$ cat src/rtl/frame_filler.sv
// frame_filler: pads every input line to exactly H_DISP pixels with a programmable fill
// colour and truncates longer lines. In mode 2 it also pads or truncates each frame to
// exactly V_DISP lines before regenerating VSYNC. Reports per-line and per-frame geometry.
//
// Ports:
//   clk          pixel clock
//   rst          asynchronous active-high reset
//   en           enable; 0 selects registered bypass (latched at frame start)
//   mode         0 bypass, 1 horizontal, 2 horizontal+vertical, 3 same as 1
//   fill_color   colour driven on generated pixels
//   pre_vs       input vsync, active high
//   pre_de       input data enable
//   pre_data     input pixel
//   post_vs      output vsync
//   post_de      output data enable
//   post_data    output pixel
//   line_len     pixel count of last completed input line (saturating)
//   frame_lines  input line count of last frame (saturating)
//   ovf          sticky error flag (new line during padding, pixels during VPAD/VS_OUT)
module frame_filler #(
  parameter int unsigned DATA_W = 24,
  parameter int unsigned H_DISP = 1280,
  parameter int unsigned V_DISP = 720,
  parameter int unsigned H_GAP  = 16,
  parameter int unsigned VS_W   = 4,
  parameter int unsigned CNT_W  = 12
) (
  input  logic              clk,
  input  logic              rst,
  input  logic              en,
  input  logic [1:0]        mode,
  input  logic [DATA_W-1:0] fill_color,
  input  logic              pre_vs,
  input  logic              pre_de,
  input  logic [DATA_W-1:0] pre_data,
  output logic              post_vs,
  output logic              post_de,
  output logic [DATA_W-1:0] post_data,
  output logic [CNT_W-1:0]  line_len,
  output logic [CNT_W-1:0]  frame_lines,
  output logic              ovf
);

  localparam logic [2:0] StLine    = 3'd0;
  localparam logic [2:0] StHpad    = 3'd1;
  localparam logic [2:0] StVpadDe  = 3'd2;
  localparam logic [2:0] StVpadGap = 3'd3;
  localparam logic [2:0] StVsOut   = 3'd4;

  localparam logic [CNT_W-1:0] HDisp   = CNT_W'(H_DISP);
  localparam logic [CNT_W-1:0] HLast   = CNT_W'(H_DISP - 1);
  localparam logic [CNT_W-1:0] VDisp   = CNT_W'(V_DISP);
  localparam logic [CNT_W-1:0] GapLast = CNT_W'(H_GAP - 1);
  localparam logic [CNT_W-1:0] VsLast  = CNT_W'(VS_W - 1);
  localparam logic [CNT_W-1:0] CntMax  = '1;

  logic [2:0]        state_q, state_d;
  logic [1:0]        mode_q, mode_d;
  logic              vs_q, de_q;
  logic [CNT_W-1:0]  x_q, x_d;
  logic [CNT_W-1:0]  hcnt_q, hcnt_d;
  logic [CNT_W-1:0]  out_lines_q, out_lines_d;
  logic [CNT_W-1:0]  in_lines_q, in_lines_d;
  logic [CNT_W-1:0]  line_len_q, line_len_d;
  logic [CNT_W-1:0]  frame_lines_q, frame_lines_d;
  logic              ovf_q, ovf_d;
  logic              post_vs_q, post_vs_d;
  logic              post_de_q, post_de_d;
  logic [DATA_W-1:0] post_data_q, post_data_d;

  logic             vs_rise, de_rise, de_fall;
  logic             vs_live, vs_acc;
  logic             pad_mode, vpad_mode, lines_full, drop_line;
  logic [1:0]       mode_in;
  logic [CNT_W-1:0] out_lines_inc;

  assign vs_rise   = pre_vs & ~vs_q;
  assign de_rise   = pre_de & ~de_q;
  assign de_fall   = ~pre_de & de_q;
  // pre_vs is only honoured while forwarding lines; VPAD and VS_OUT ignore it.
  assign vs_live   = (state_q == StLine) || (state_q == StHpad);
  assign vs_acc    = vs_rise & vs_live;
  assign pad_mode  = (mode_q != 2'd0);
  assign vpad_mode = (mode_q == 2'd2);
  assign mode_in   = en ? mode : 2'd0;

  assign lines_full    = (out_lines_q == VDisp);
  assign out_lines_inc = lines_full ? out_lines_q : out_lines_q + 1'b1;
  // Vertical truncation: once a full frame has been emitted, whole lines are discarded.
  assign drop_line     = vpad_mode & lines_full;

  // Input geometry: pixel index within the line and line count within the frame.
  always_comb begin
    x_d           = x_q;
    line_len_d    = line_len_q;
    in_lines_d    = in_lines_q;
    frame_lines_d = frame_lines_q;

    if (pre_vs || !pre_de) begin
      x_d = '0;
    end else if (x_q != CntMax) begin
      x_d = x_q + 1'b1;
    end

    if (de_fall) begin
      line_len_d = x_q;
    end

    if (vs_acc) begin
      frame_lines_d = in_lines_q;
      in_lines_d    = '0;
    end
    if (de_rise && (in_lines_d != CntMax)) begin
      in_lines_d = in_lines_d + 1'b1;
    end
  end

  // Output sequencing.
  always_comb begin
    state_d     = state_q;
    mode_d      = mode_q;
    hcnt_d      = hcnt_q;
    out_lines_d = out_lines_q;
    ovf_d       = ovf_q;
    post_vs_d   = 1'b0;
    post_de_d   = 1'b0;
    post_data_d = '0;

    unique case (state_q)
      StLine, StHpad: begin
        if (vs_acc) begin
          // Frame boundary: close the current frame under the mode it was started with.
          mode_d = mode_in;
          if (!en) begin
            ovf_d = 1'b0;
          end
          if (vpad_mode && (out_lines_q != '0) && !lines_full) begin
            state_d = StVpadDe;
            hcnt_d  = '0;
          end else begin
            state_d     = StLine;
            out_lines_d = '0;
            post_vs_d   = pre_vs;
            if (!pad_mode) begin
              post_de_d   = pre_de;
              post_data_d = pre_data;
            end
          end
        end else if ((state_q == StHpad) && !de_rise) begin
          post_de_d   = 1'b1;
          post_data_d = fill_color;
          hcnt_d      = hcnt_q + 1'b1;
          if (hcnt_q == HLast) begin
            state_d     = StLine;
            out_lines_d = out_lines_inc;
          end
        end else begin
          // A new line arriving while padding abandons the pad.
          if (state_q == StHpad) begin
            ovf_d = 1'b1;
          end
          state_d   = StLine;
          post_vs_d = pre_vs;
          if (!pad_mode) begin
            post_de_d   = pre_de;
            post_data_d = pre_data;
          end else if (pre_de) begin
            if ((x_q < HDisp) && !drop_line) begin
              post_de_d   = 1'b1;
              post_data_d = pre_data;
              if (x_q == HLast) begin
                out_lines_d = out_lines_inc;
              end
            end
          end else if (de_fall && (x_q < HDisp) && !drop_line) begin
            // First pad pixel goes out in the fall cycle so the stream stays contiguous.
            post_de_d   = 1'b1;
            post_data_d = fill_color;
            if (x_q == HLast) begin
              out_lines_d = out_lines_inc;
            end else begin
              state_d = StHpad;
              hcnt_d  = x_q + 1'b1;
            end
          end
        end
      end

      StVpadDe: begin
        post_de_d   = 1'b1;
        post_data_d = fill_color;
        if (pre_de) begin
          ovf_d = 1'b1;
        end
        if (hcnt_q == HLast) begin
          state_d     = StVpadGap;
          hcnt_d      = '0;
          out_lines_d = out_lines_inc;
        end else begin
          hcnt_d = hcnt_q + 1'b1;
        end
      end

      StVpadGap: begin
        if (pre_de) begin
          ovf_d = 1'b1;
        end
        if (hcnt_q == GapLast) begin
          hcnt_d  = '0;
          state_d = lines_full ? StVsOut : StVpadDe;
        end else begin
          hcnt_d = hcnt_q + 1'b1;
        end
      end

      StVsOut: begin
        post_vs_d = 1'b1;
        if (pre_de) begin
          ovf_d = 1'b1;
        end
        if (hcnt_q == VsLast) begin
          hcnt_d      = '0;
          out_lines_d = '0;
          state_d     = StLine;
        end else begin
          hcnt_d = hcnt_q + 1'b1;
        end
      end

      default: begin
        state_d = StLine;
        hcnt_d  = '0;
      end
    endcase
  end

  always_ff @(posedge clk or posedge rst) begin
    if (rst) begin
      state_q       <= StLine;
      mode_q        <= 2'd0;
      vs_q          <= 1'b0;
      de_q          <= 1'b0;
      x_q           <= '0;
      hcnt_q        <= '0;
      out_lines_q   <= '0;
      in_lines_q    <= '0;
      line_len_q    <= '0;
      frame_lines_q <= '0;
      ovf_q         <= 1'b0;
      post_vs_q     <= 1'b0;
      post_de_q     <= 1'b0;
      post_data_q   <= '0;
    end else begin
      state_q       <= state_d;
      mode_q        <= mode_d;
      vs_q          <= pre_vs;
      de_q          <= pre_de;
      x_q           <= x_d;
      hcnt_q        <= hcnt_d;
      out_lines_q   <= out_lines_d;
      in_lines_q    <= in_lines_d;
      line_len_q    <= line_len_d;
      frame_lines_q <= frame_lines_d;
      ovf_q         <= ovf_d;
      post_vs_q     <= post_vs_d;
      post_de_q     <= post_de_d;
      post_data_q   <= post_data_d;
    end
  end

  assign post_vs     = post_vs_q;
  assign post_de     = post_de_q;
  assign post_data   = post_data_q;
  assign line_len    = line_len_q;
  assign frame_lines = frame_lines_q;
  assign ovf         = ovf_q;

endmodule

$ cat config.mk
export PLATFORM = sky130hd
export DESIGN_NAME = frame_filler
export DESIGN_NICKNAME = d
export VERILOG_FILES = /design/src/rtl/frame_filler.sv
export SDC_FILE = /design/constraint.sdc
export NUM_CORES = 1
export LEC_CHECK = 0
export ABC_CLOCK_PERIOD_IN_PS = 10200
export CORE_MARGIN = 4
export CORE_UTILIZATION = 30
export CTS_BUF_LIST = sky130_fd_sc_hd__clkbuf_16
export DETAILED_ROUTE_END_ITERATION = 10
export DONT_BUFFER_PORTS = 1
export PLACE_DENSITY = 0.45
export SLEW_MARGIN = 20
export SYNTH_ARGS = -nofsm -noshare
export SYNTH_HDL_FRONTEND = slang
export SYNTH_SLANG_ARGS = --single-unit
$ cat constraint.sdc
create_clock -name clk -period 10.2 [get_ports clk]
set_input_delay 2.04 -clock clk [delete_from_list [all_inputs] [get_ports clk]]
set_output_delay 2.04 -clock clk [all_outputs]
set_load 0.01 [all_outputs]
==> impl_metrics.env <==
export IMPL_grt_start_max_net_pins=74
export IMPL_synth_most_common_cell="dfrtp_1"
export IMPL_die_h_um=142
export IMPL_netSwitchingFraction_pct=39.2
export IMPL_ant_nets=0
export IMPL_cts_tree="built"
export IMPL_grt_usage_pct=13.7
export IMPL_whs_ns=0.529
export IMPL_synth_top_flop_cell="dfrtp_1"
export IMPL_cts_max_path_buffers=2
export IMPL_die_width_um=142
export IMPL_synthTopCellsByCount="dfrtp_1, nand2_1, a22o_1, o21ai_0, nand3_1"
export IMPL_antennaDiodeCount=0
export IMPL_cts_root_buf="clkbuf_16"
export IMPL_crit_fanout=24
export IMPL_die_area_mm2=0.0202
export IMPL_dp_hpwl_um=9930
export IMPL_fin_skew_ns=0.00714
export IMPL_dr_total_vias=4133
export IMPL_yosysTopAreaCellShare_pct=49.1
export IMPL_async_flop_share_pct=100
export IMPL_first_pass_iters=4
export IMPL_start_util_pct=30.9
export IMPL_p_sw_w=0.000560
export IMPL_outcome="finished, final reports clean"
export IMPL_relSlewSlack_pct=31.7
export IMPL_slowest_delay_ns=0.83
export IMPL_p_seq_share_pct=42.3
export IMPL_insertion_delay_ns=0.35
export IMPL_portBuffers=0
export IMPL_hold_viol_final=0
export IMPL_syn_cell_area_mm2=0.00540
export IMPL_maxSlewViolCount=0
export IMPL_worstPathArrival_ns=4.61
export IMPL_power_leakage_nw=2.59
export IMPL_postCtsSetupBuffers=0
export IMPL_ctsHoldBuffers=0
export IMPL_drt_initial_drc_count=309
export IMPL_ys_types=64
export IMPL_fmax_mhz=228
export IMPL_synth_fp_nets=602
export IMPL_synth_seq_cells=106
export IMPL_dpl_cell_area_mm2=0.00551
export IMPL_synth_edf_count=0
export IMPL_yosysSeqAreaShare_pct=49.1
export IMPL_syn_area_per_cell_um2=9.96
export IMPL_yosys_warnings=0
export IMPL_setup_viol=0
export IMPL_clk_pin_slew_ns=0.07
export IMPL_pin_count=106
export IMPL_cts_num_sinks=106
export IMPL_yosys_top_cells_area="dfrtp_1, a22o_1, nand2_1, o21ai_0, nand3_1"
export IMPL_path_cells="or4b_1 > and2_1 > ha_1 > and3_1 > and4_1 > a21oi_2 > nand4_1 > xor2_1 > nor2_1"
export IMPL_critPathCaptureType="flip-flop"
export IMPL_crit_slowest_cell="or4b_1"
export IMPL_route_detailed_wl_per_inst_um=18.5
export IMPL_wirelength_um=13900
export IMPL_worstSetupPathType="in -> reg"
export IMPL_drc_errors=0
export IMPL_synthCells=542
export IMPL_grt_met3_usage_pct=3.43
export IMPL_ir_worst_vdd_v=0.000122
export IMPL_antenna_found_initial=0
export IMPL_finalCritPeriodShare_pct=43.0
export IMPL_tns_ns=0
export IMPL_post_cts_resized=0
export IMPL_cap_violations=0
export IMPL_viasPerCell=5.51
export IMPL_fin_crit_ns=4.38
export IMPL_grt_busiest_layer="met2"
export IMPL_intPower_w=0.000867
export IMPL_area_delta_synth_final_pct=7.46
export IMPL_core_mm2=0.0175
export IMPL_placementRows=48
export IMPL_fin_area_mm2=0.00580
export IMPL_worst_slew_pin_slew_ns=1.02
export IMPL_netlist_top_cell_by_area="dfrtp_1"
export IMPL_rsz0062_at_grt="false"
export IMPL_gp_congestion=0.792
export IMPL_cts_max_level=3
export IMPL_grt_use_met1_pct=18.4
export IMPL_grt_overflow=0
export IMPL_numCtsBuffers=9
export IMPL_hold_path_class="reg -> reg"
export IMPL_first_global_vias=4091
export IMPL_worstPathRequired_ns=10.43
export IMPL_power_frac_comb_pct=33.4
export IMPL_nNetsFinal=581
export IMPL_grt_pass1_wl_um=22100
export IMPL_met2_usage_pct=22.1
export IMPL_power_frac_clock_pct=24.4
export IMPL_p_per_area_mw_per_mm2=246
export IMPL_drive_gt1_share_pct=7.62
export IMPL_fillers=1770
export IMPL_startpoint_type="input port"
==> final timing paths <==
| kind | cells past startpoint | start | slack [ns] | end |
|---|---|---|---|---|
| setup / recovery | 9 | pre_vs | 5.82 | in_lines_q[10] |
| hold / removal | 2 | in_lines_q[7] | 0.53 | frame_lines[7] |
| setup reg to reg | 9 | state_q[2] | 6.80 | in_lines_q[10] |
| hold reg to reg | 2 | in_lines_q[7] | 0.53 | frame_lines[7] |
| max in group asynchronous | 2 | rst | 7.35 | x_q[2] |
| min in group asynchronous | 1 | rst | 1.57 | frame_lines[6] |
==> critical path: cells and delay by family <==
kind	cells	cell delay [ns]
compound gates	1	0.33
xor+xnor	1	0.17
fa+ha+maj	1	0.21
simple gates	6	1.86
==> power groups by stage <==
stage                     registers [W]  clock network (W)  logic (W)
after detailed placement       0.000613                  0   0.000478
after floorplan                0.000573                  0   0.000429
after CTS                      0.000604           0.000361   0.000482
after global placement         0.000613                  0   0.000469
final                          0.000603           0.000348   0.000477
after global routing           0.000619           0.000379   0.000531
==> through the flow <==
stage	utilization (%)	total power, W	instances	setup slack [ns]
after floorplan	-	0.00100	542	5.37
after global placement	31.5	0.00108	735	5.50
after detailed placement	31.5	0.00109	735	5.45
after CTS	33.2	0.00145	750	5.82
after global routing	33.2	0.00153	750	5.62
final	33.2	0.00143	750	5.82
==> metal layers <==
metal	vias up	part of all wire [%]
met5	-	0
met4	0	0.91
met3	9	6.6
li1	1944	-
met2	132	46
met1	2048	46
==> cells by family after synthesis <==
family / synth area share, %
muxes: 2.67
adders and majority gates: 1.16
and+or+nand+nor: 19.3
xor gates and xnor gates: 3.41
buffers and inverters: 4.66
AOI/OAI and AO/OA: 19.7
DFF: 49.1
==> registers in the layout, summed over array words and instances, names as in the netlist, 3 cells and up <==
name         cells
in_lines_q      12
frame_lines     12
out_lines_q     12
state_q          3
hcnt_q          12
post_data       24
x_q             12
line_len        12
==> cells in the final DEF (no fill, tap or decap), types with 6 or more instances in the layout <==
cell and instances:
a21oi_1 15, a22o_1 34, a31oi_1 6, and2_1 8, and3_1 15, and4_1 8, clkbuf_16 9, dfrtp_1 106
inv_1 14, mux2_2 11, nand2_1 78, nand2b_1 6, nand3_1 27, nand4_1 8, nor2_1 25, o211ai_1 10
o21ai_0 28, o32ai_1 7, xnor2_1 6, xor2_1 15
==> cell type report <==
class / count / area, um^2 / area share, %
timing repair buffer: 2 / 15.0 / 0.259
multi-input combinational: 387 / 2500 / 43.2
clock inverter: 6 / 65.1 / 1.12
tap: 225 / 282 / 4.85
sequential: 106 / 2650 / 45.7
clock buffer: 9 / 225 / 3.88
inverter: 15 / 58.8 / 1.01
Power figures use the tool's default switching activity.
